## src/rtl/line_clear_engine_pkg.sv

```systemverilog
// Shared board geometry, row-word layout and FSM state type for the line clear engine.
package line_clear_engine_pkg;

    localparam int unsigned CELL_W      = 2;
    localparam int unsigned BOARD_COLS  = 10;
    localparam int unsigned BOARD_ROWS  = 20;
    localparam int unsigned ROW_W       = 32;
    localparam int unsigned CELL_BITS   = CELL_W * BOARD_COLS;
    localparam int unsigned RAM_ADDR_W  = 11;
    localparam int unsigned ROW_0_ADDR  = 2;
    localparam int unsigned PTR_W       = 5;
    localparam int unsigned CNT_W       = 5;

    localparam logic [CELL_W-1:0] EMPTY_CELL = 2'b00;

    typedef enum logic [2:0] {
        IDLE,
        READ,
        EVAL,
        FILL,
        DONE
    } lce_state_t;

endpackage

```

## src/rtl/line_clear_engine_row_full_detect.sv

```systemverilog
// Flags a board row whose cell field has no empty cell; also usable for game-over checks.
module row_full_detect
    import line_clear_engine_pkg::*;
(
    input  logic [CELL_BITS-1:0] cells,
    output logic                 full_c
);

    always_comb begin
        full_c = 1'b1;
        for (int c = 0; c < int'(BOARD_COLS); c++) begin
            if (cells[c*CELL_W +: CELL_W] == EMPTY_CELL) begin
                full_c = 1'b0;
            end
        end
    end

endmodule

```

## src/rtl/line_clear_engine.sv

```systemverilog
// Compacts the board RAM in place: drops full rows, shifts survivors down, zero-fills the top.
module line_clear_engine
    import line_clear_engine_pkg::*;
#(
    parameter int unsigned NUM_ROWS = BOARD_ROWS,
    parameter int unsigned ROW_BASE = ROW_0_ADDR,
    parameter int unsigned ADDR_W   = RAM_ADDR_W
) (
    input  logic                CLK,
    input  logic                RESET,
    input  logic                start,
    output logic                busy,
    output logic                done,
    output logic [CNT_W-1:0]    lines_cleared,
    output logic [NUM_ROWS-1:0] cleared_mask,
    output logic [ADDR_W-1:0]   ram_addr,
    output logic                ram_wren,
    output logic [ROW_W-1:0]    ram_wdata,
    input  logic [ROW_W-1:0]    ram_rdata
);

    lce_state_t          state, state_nxt;
    logic [PTR_W-1:0]    rd, rd_nxt;
    logic [PTR_W-1:0]    wr, wr_nxt;
    logic [CNT_W-1:0]    cnt, cnt_nxt;
    logic [NUM_ROWS-1:0] mask, mask_nxt;
    logic                row_full_c;
    logic [ADDR_W-1:0]   rd_addr_c;
    logic [ADDR_W-1:0]   wr_addr_c;

    row_full_detect u_row_full (
        .cells  (ram_rdata[CELL_BITS-1:0]),
        .full_c (row_full_c)
    );

    assign rd_addr_c = ADDR_W'(ROW_BASE) + ADDR_W'(rd);
    assign wr_addr_c = ADDR_W'(ROW_BASE) + ADDR_W'(wr);

    // State, pointers and the result registers that software reads after done.
    always_ff @(posedge CLK) begin
        if (RESET) begin
            state         <= IDLE;
            rd            <= '0;
            wr            <= '0;
            cnt           <= '0;
            mask          <= '0;
            lines_cleared <= '0;
            cleared_mask  <= '0;
        end else begin
            state <= state_nxt;
            rd    <= rd_nxt;
            wr    <= wr_nxt;
            cnt   <= cnt_nxt;
            mask  <= mask_nxt;
            if (state == DONE) begin
                lines_cleared <= cnt;
                cleared_mask  <= mask;
            end
        end
    end

    // RAM port outputs are decoded from the current state so EVAL can forward rdata in-cycle.
    always_comb begin
        state_nxt = state;
        rd_nxt    = rd;
        wr_nxt    = wr;
        cnt_nxt   = cnt;
        mask_nxt  = mask;
        busy      = 1'b0;
        done      = 1'b0;
        ram_addr  = '0;
        ram_wren  = 1'b0;
        ram_wdata = '0;

        case (state)
            IDLE: begin
                if (start) begin
                    rd_nxt    = PTR_W'(NUM_ROWS - 1);
                    wr_nxt    = PTR_W'(NUM_ROWS - 1);
                    cnt_nxt   = '0;
                    mask_nxt  = '0;
                    state_nxt = READ;
                end
            end

            READ: begin
                busy      = 1'b1;
                ram_addr  = rd_addr_c;
                state_nxt = EVAL;
            end

            EVAL: begin
                busy = 1'b1;
                if (row_full_c) begin
                    cnt_nxt      = cnt + CNT_W'(1);
                    mask_nxt[rd] = 1'b1;
                end else begin
                    if (wr != rd) begin
                        ram_addr  = wr_addr_c;
                        ram_wren  = 1'b1;
                        ram_wdata = ram_rdata;
                    end
                    // Holding at zero covers the last row of a run with nothing cleared.
                    if (wr != '0) begin
                        wr_nxt = wr - PTR_W'(1);
                    end
                end
                if (rd == '0) begin
                    state_nxt = (cnt_nxt != '0) ? FILL : DONE;
                end else begin
                    rd_nxt    = rd - PTR_W'(1);
                    state_nxt = READ;
                end
            end

            FILL: begin
                busy      = 1'b1;
                ram_addr  = wr_addr_c;
                ram_wren  = 1'b1;
                ram_wdata = '0;
                if (wr == '0) begin
                    state_nxt = DONE;
                end else begin
                    wr_nxt = wr - PTR_W'(1);
                end
            end

            DONE: begin
                done      = 1'b1;
                state_nxt = IDLE;
            end

            default: state_nxt = IDLE;
        endcase

        if (RESET) begin
            busy      = 1'b0;
            done      = 1'b0;
            ram_addr  = '0;
            ram_wren  = 1'b0;
            ram_wdata = '0;
        end
    end

endmodule

```

## config.mk

```make
export PLATFORM = sky130hd
export DESIGN_NAME = line_clear_engine
export DESIGN_NICKNAME = d
export VERILOG_FILES = /design/src/rtl/line_clear_engine_pkg.sv /design/src/rtl/line_clear_engine_row_full_detect.sv /design/src/rtl/line_clear_engine.sv
export SDC_FILE = /design/constraint.sdc
export NUM_CORES = 1
export LEC_CHECK = 0
export BUFFER_PORTS_ARGS = -buffer_cell sky130_fd_sc_hd__buf_2
export CORE_MARGIN = 3
export CORE_UTILIZATION = 45
export DETAILED_ROUTE_END_ITERATION = 16
export GPL_TIMING_DRIVEN = 1
export PLACE_DENSITY = 0.75
export SLEW_MARGIN = 20
export SYNTH_ARGS = -nofsm -noshare
export SYNTH_HDL_FRONTEND = slang
export SYNTH_SLANG_ARGS = --single-unit
```

## constraint.sdc

```tcl
create_clock -name CLK -period 2.4 [get_ports CLK]
set_clock_uncertainty 0.15 [all_clocks]
set_input_delay 0.36 -clock CLK [delete_from_list [all_inputs] [get_ports CLK]]
set_output_delay 0.36 -clock CLK [all_outputs]
set_load 0.02 [all_outputs]
```

==> out/results.ini <==
[status]
status=finished, violations left
violations=setup timing

[drt]
drc=0
wirelength_microns=10000
via_count=3380
wl_per_cell_microns=16.6
drtPass1Iterations=5
drt-initial-drc-count=153
postRouteAntennaNets=0
via_per_inst=5.60

[clocking]
clk_latency_ns=0.34
cts.path.max_buffers=2
cts_num_sinks=63
tritoncts=yes
htreeDepth=3
path_clk_slew_ns=0.07
cts_hold_buf=0
cts_buffers=9
ctsRootBufferMaster=clkbuf_8

[power]
netSwitchingPower_uw=834
power_density_nw_per_um2=581
peakVddDrop_v=0.000266
power_leakage_uw=0.00196
p_int_uw=1830
swShare=0.313
pwr-share-clk=0.335
seqPwrFrac=0.419
pwr-share-comb=0.246

[final_layout]
post-route-util=0.661
seqCellArea_sq_um=1280
layout-drive-gt1-share=0.413
fin_nets=551
multi_input_area_sq_um=1940
antenna_cells=0
area_growth_pct=40.0
fill_cells=552

[yosys]
ys_seq_area_frac=0.385
syn_avg_cell_area_sq_um=8.47
ys_seq_elements=63
syn_inst=387
synth_cell_types=54
synth_top_area_share=0.385
ys_top_cells_by_area=dfxtp_1, nand2_1, and2_1, a32o_1, ha_1
synth_edf_count=0
dominantRegCellSynth=dfxtp_1
syn_area_sq_um=3280
synth_top_area_cell=dfxtp_1
async_reset_ff_frac=0
ys_warn_count=0

[critical_path]
cp_data_required_time_ns=1.89
worstPathMaxFanout=8
crit_buf_inv=4
worst_path_max_delay_cell=dfxtp_4
cp_top_family=simple AND/OR/NAND/NOR gates
cp_common_cell=buf_6
arrival_ns=1.98
cp-end-kind=primary output
cp_slowest_stage_delay_ns=0.39
start_kind=flop
path_class=flop to primary output
crit_chain=inv_4 -> or3_4 -> nor4b_4 -> buf_6 -> clkbuf_16 -> and2_4 -> buf_6

[placement]
gp_congestion=0.923
io_buffers=100
place_hpwl_microns=6290
pre_cts_ws_ns=0.0779

[timing]
fin_tns_setup_ns=-2.02
min_period_ns=2.49
max_freq_ghz=0.402
tightest_slew_ns=0.768
setup_slack_ns=-0.0882
maxSlewHeadroom=0.483
setup_viol=32
slew_violations=0
fin_crit_sh=1.04
hold_viol=0
rsz0062_at_grt=yes

[die]
rows=30
initial_utilization=0.472
ios=106
core_area_sq_um=6940
die_h_microns=91.4
die-area_sq_um=8340
die-width_microns=91.4

[hold_path]
hp-class=input pin to flop

[grt]
grt_pass1_vias=3093
grtUsageTotal=0.219
grt_max_degree=33
grt_antenna_before_repair=0
grt_pass1_wl_microns=15000
grt_overflow=0

[run]
cap_violations=0

-- cell usage in the layout (no fill, tap or decap), types with 3 or more instances in the layout --
cell type  count
conb_1         5
and3_1         4
buf_6         35
nand2_1       66
xnor2_1        7
nand3b_1       3
a31oi_1        3
xor2_1         5
a311oi_1       4
nor3_2         3
inv_1          8
nor3_1         4
clkbuf_8       9
a21oi_1       31
o211ai_1       3
buf_4         29
a32o_1        19
o22ai_1       10
clkinv_2       3
nor2_1        20
buf_2         67
dfxtp_1       55
nand3_1       14
ha_1          13
dfxtp_4        5
and2_4        32
nor4b_2        3
dfxtp_2        3
-- timing repair --
action	CTS	global route
pin swaps	3	33
cloned	0	3
buffers inserted	2	11
setup endpoints to repair	38	39
resized for setup	68	51
endpoints found under the hold margin	0	0
-- synth_stat cells, types with 2 or more instances --
cell and instances:
a32o_1 19, nand3_1 15, or4_1 2, buf_4 6, nor4b_2 3, clkbuf_1 13, a311oi_1 4, xnor2_1 7
nand3b_1 3, a31oi_1 3, dfxtp_1 63, and2_1 34, a21oi_1 31, nand2b_1 2, nor2_1 20, o22ai_1 10
nor4_1 2, nand2_1 66, buf_2 13, nor3_1 6, o211ai_1 3, and3_1 4, or3_1 2, xor2_1 6
inv_1 9, ha_1 13
-- registers in the layout (all words and copies together), names as in the netlist --
name	flops
wr	5
cleared_mask	20
lines_cleared	5
state	3
mask	20
rd	5
cnt	5
-- power by group through the flow --
stage	combinational, uW	sequential [uW]	clock [uW]
after global routing	710	1120	957
after detailed placement	539	1140	0
final	656	1120	895
after global placement	525	1140	0
after floorplan	386	1130	0
after CTS	575	1110	903
-- cell families (layout without fill, tap and decap cells) --
kind of cell | count (synthesis) | in the layout | share of synthesized area
AO/OA/AOI/OAI | 82 | 82 | 0.181
XOR/XNOR | 13 | 13 | 0.0347
adder cells (fa/ha/maj) | 13 | 13 | 0.0496
buffers and inverters | 43 | 160 | 0.0614
flip-flops | 63 | 63 | 0.385
multiplexers | 3 | 3 | 0.0107
other | 1 | 5 | 0.00114
AND/OR/NAND/NOR | 169 | 169 | 0.277
-- worst paths after layout --
| path | cells past startpoint | to | slack [ns] | from |
|---|---|---|---|---|
| hold reg to reg | 2 | cleared_mask[10] | 0.30 | cleared_mask[10] |
| hold / removal | 2 | cnt[0] | 0.25 | RESET |
| setup / recovery | 7 | ram_wdata[18] | -0.09 | state[1] |
| setup reg to reg | 8 | wr[0] | 0.23 | wr[1] |
-- through the flow --
stage          instances  hold WS, ns  power (uW)  cell area, sq um
2_1_floorplan        391        0.281        1510              3290
3_3_place_gp         572        0.291        1670              3900
3_5_place_dp         572        0.294        1680              3900
4_1_cts              590        0.225        2590              4300
5_1_grt              604        0.246        2790              4590
6_report             604        0.245        2670              4590
-- per-layer routing --
metal / GRT usage / part of all wire
met5: 0 / 0
met4: 0.112 / 0.039
met3: 0.0323 / 0.049
met2: 0.367 / 0.51
met1: 0.273 / 0.40
-- cell type report --
| cell class | instances | share of cell area |
|---|---|---|
| sequential | 63 | 0.280 |
| clock buffer | 10 | 0.0278 |
| inverter | 10 | 0.00872 |
| timing repair buffer | 134 | 0.222 |
| multi-input combinational | 285 | 0.423 |
| tap | 96 | 0.0262 |
| clock inverter | 6 | 0.0134 |
No activity file was read; power rests on OpenSTA's default activity.
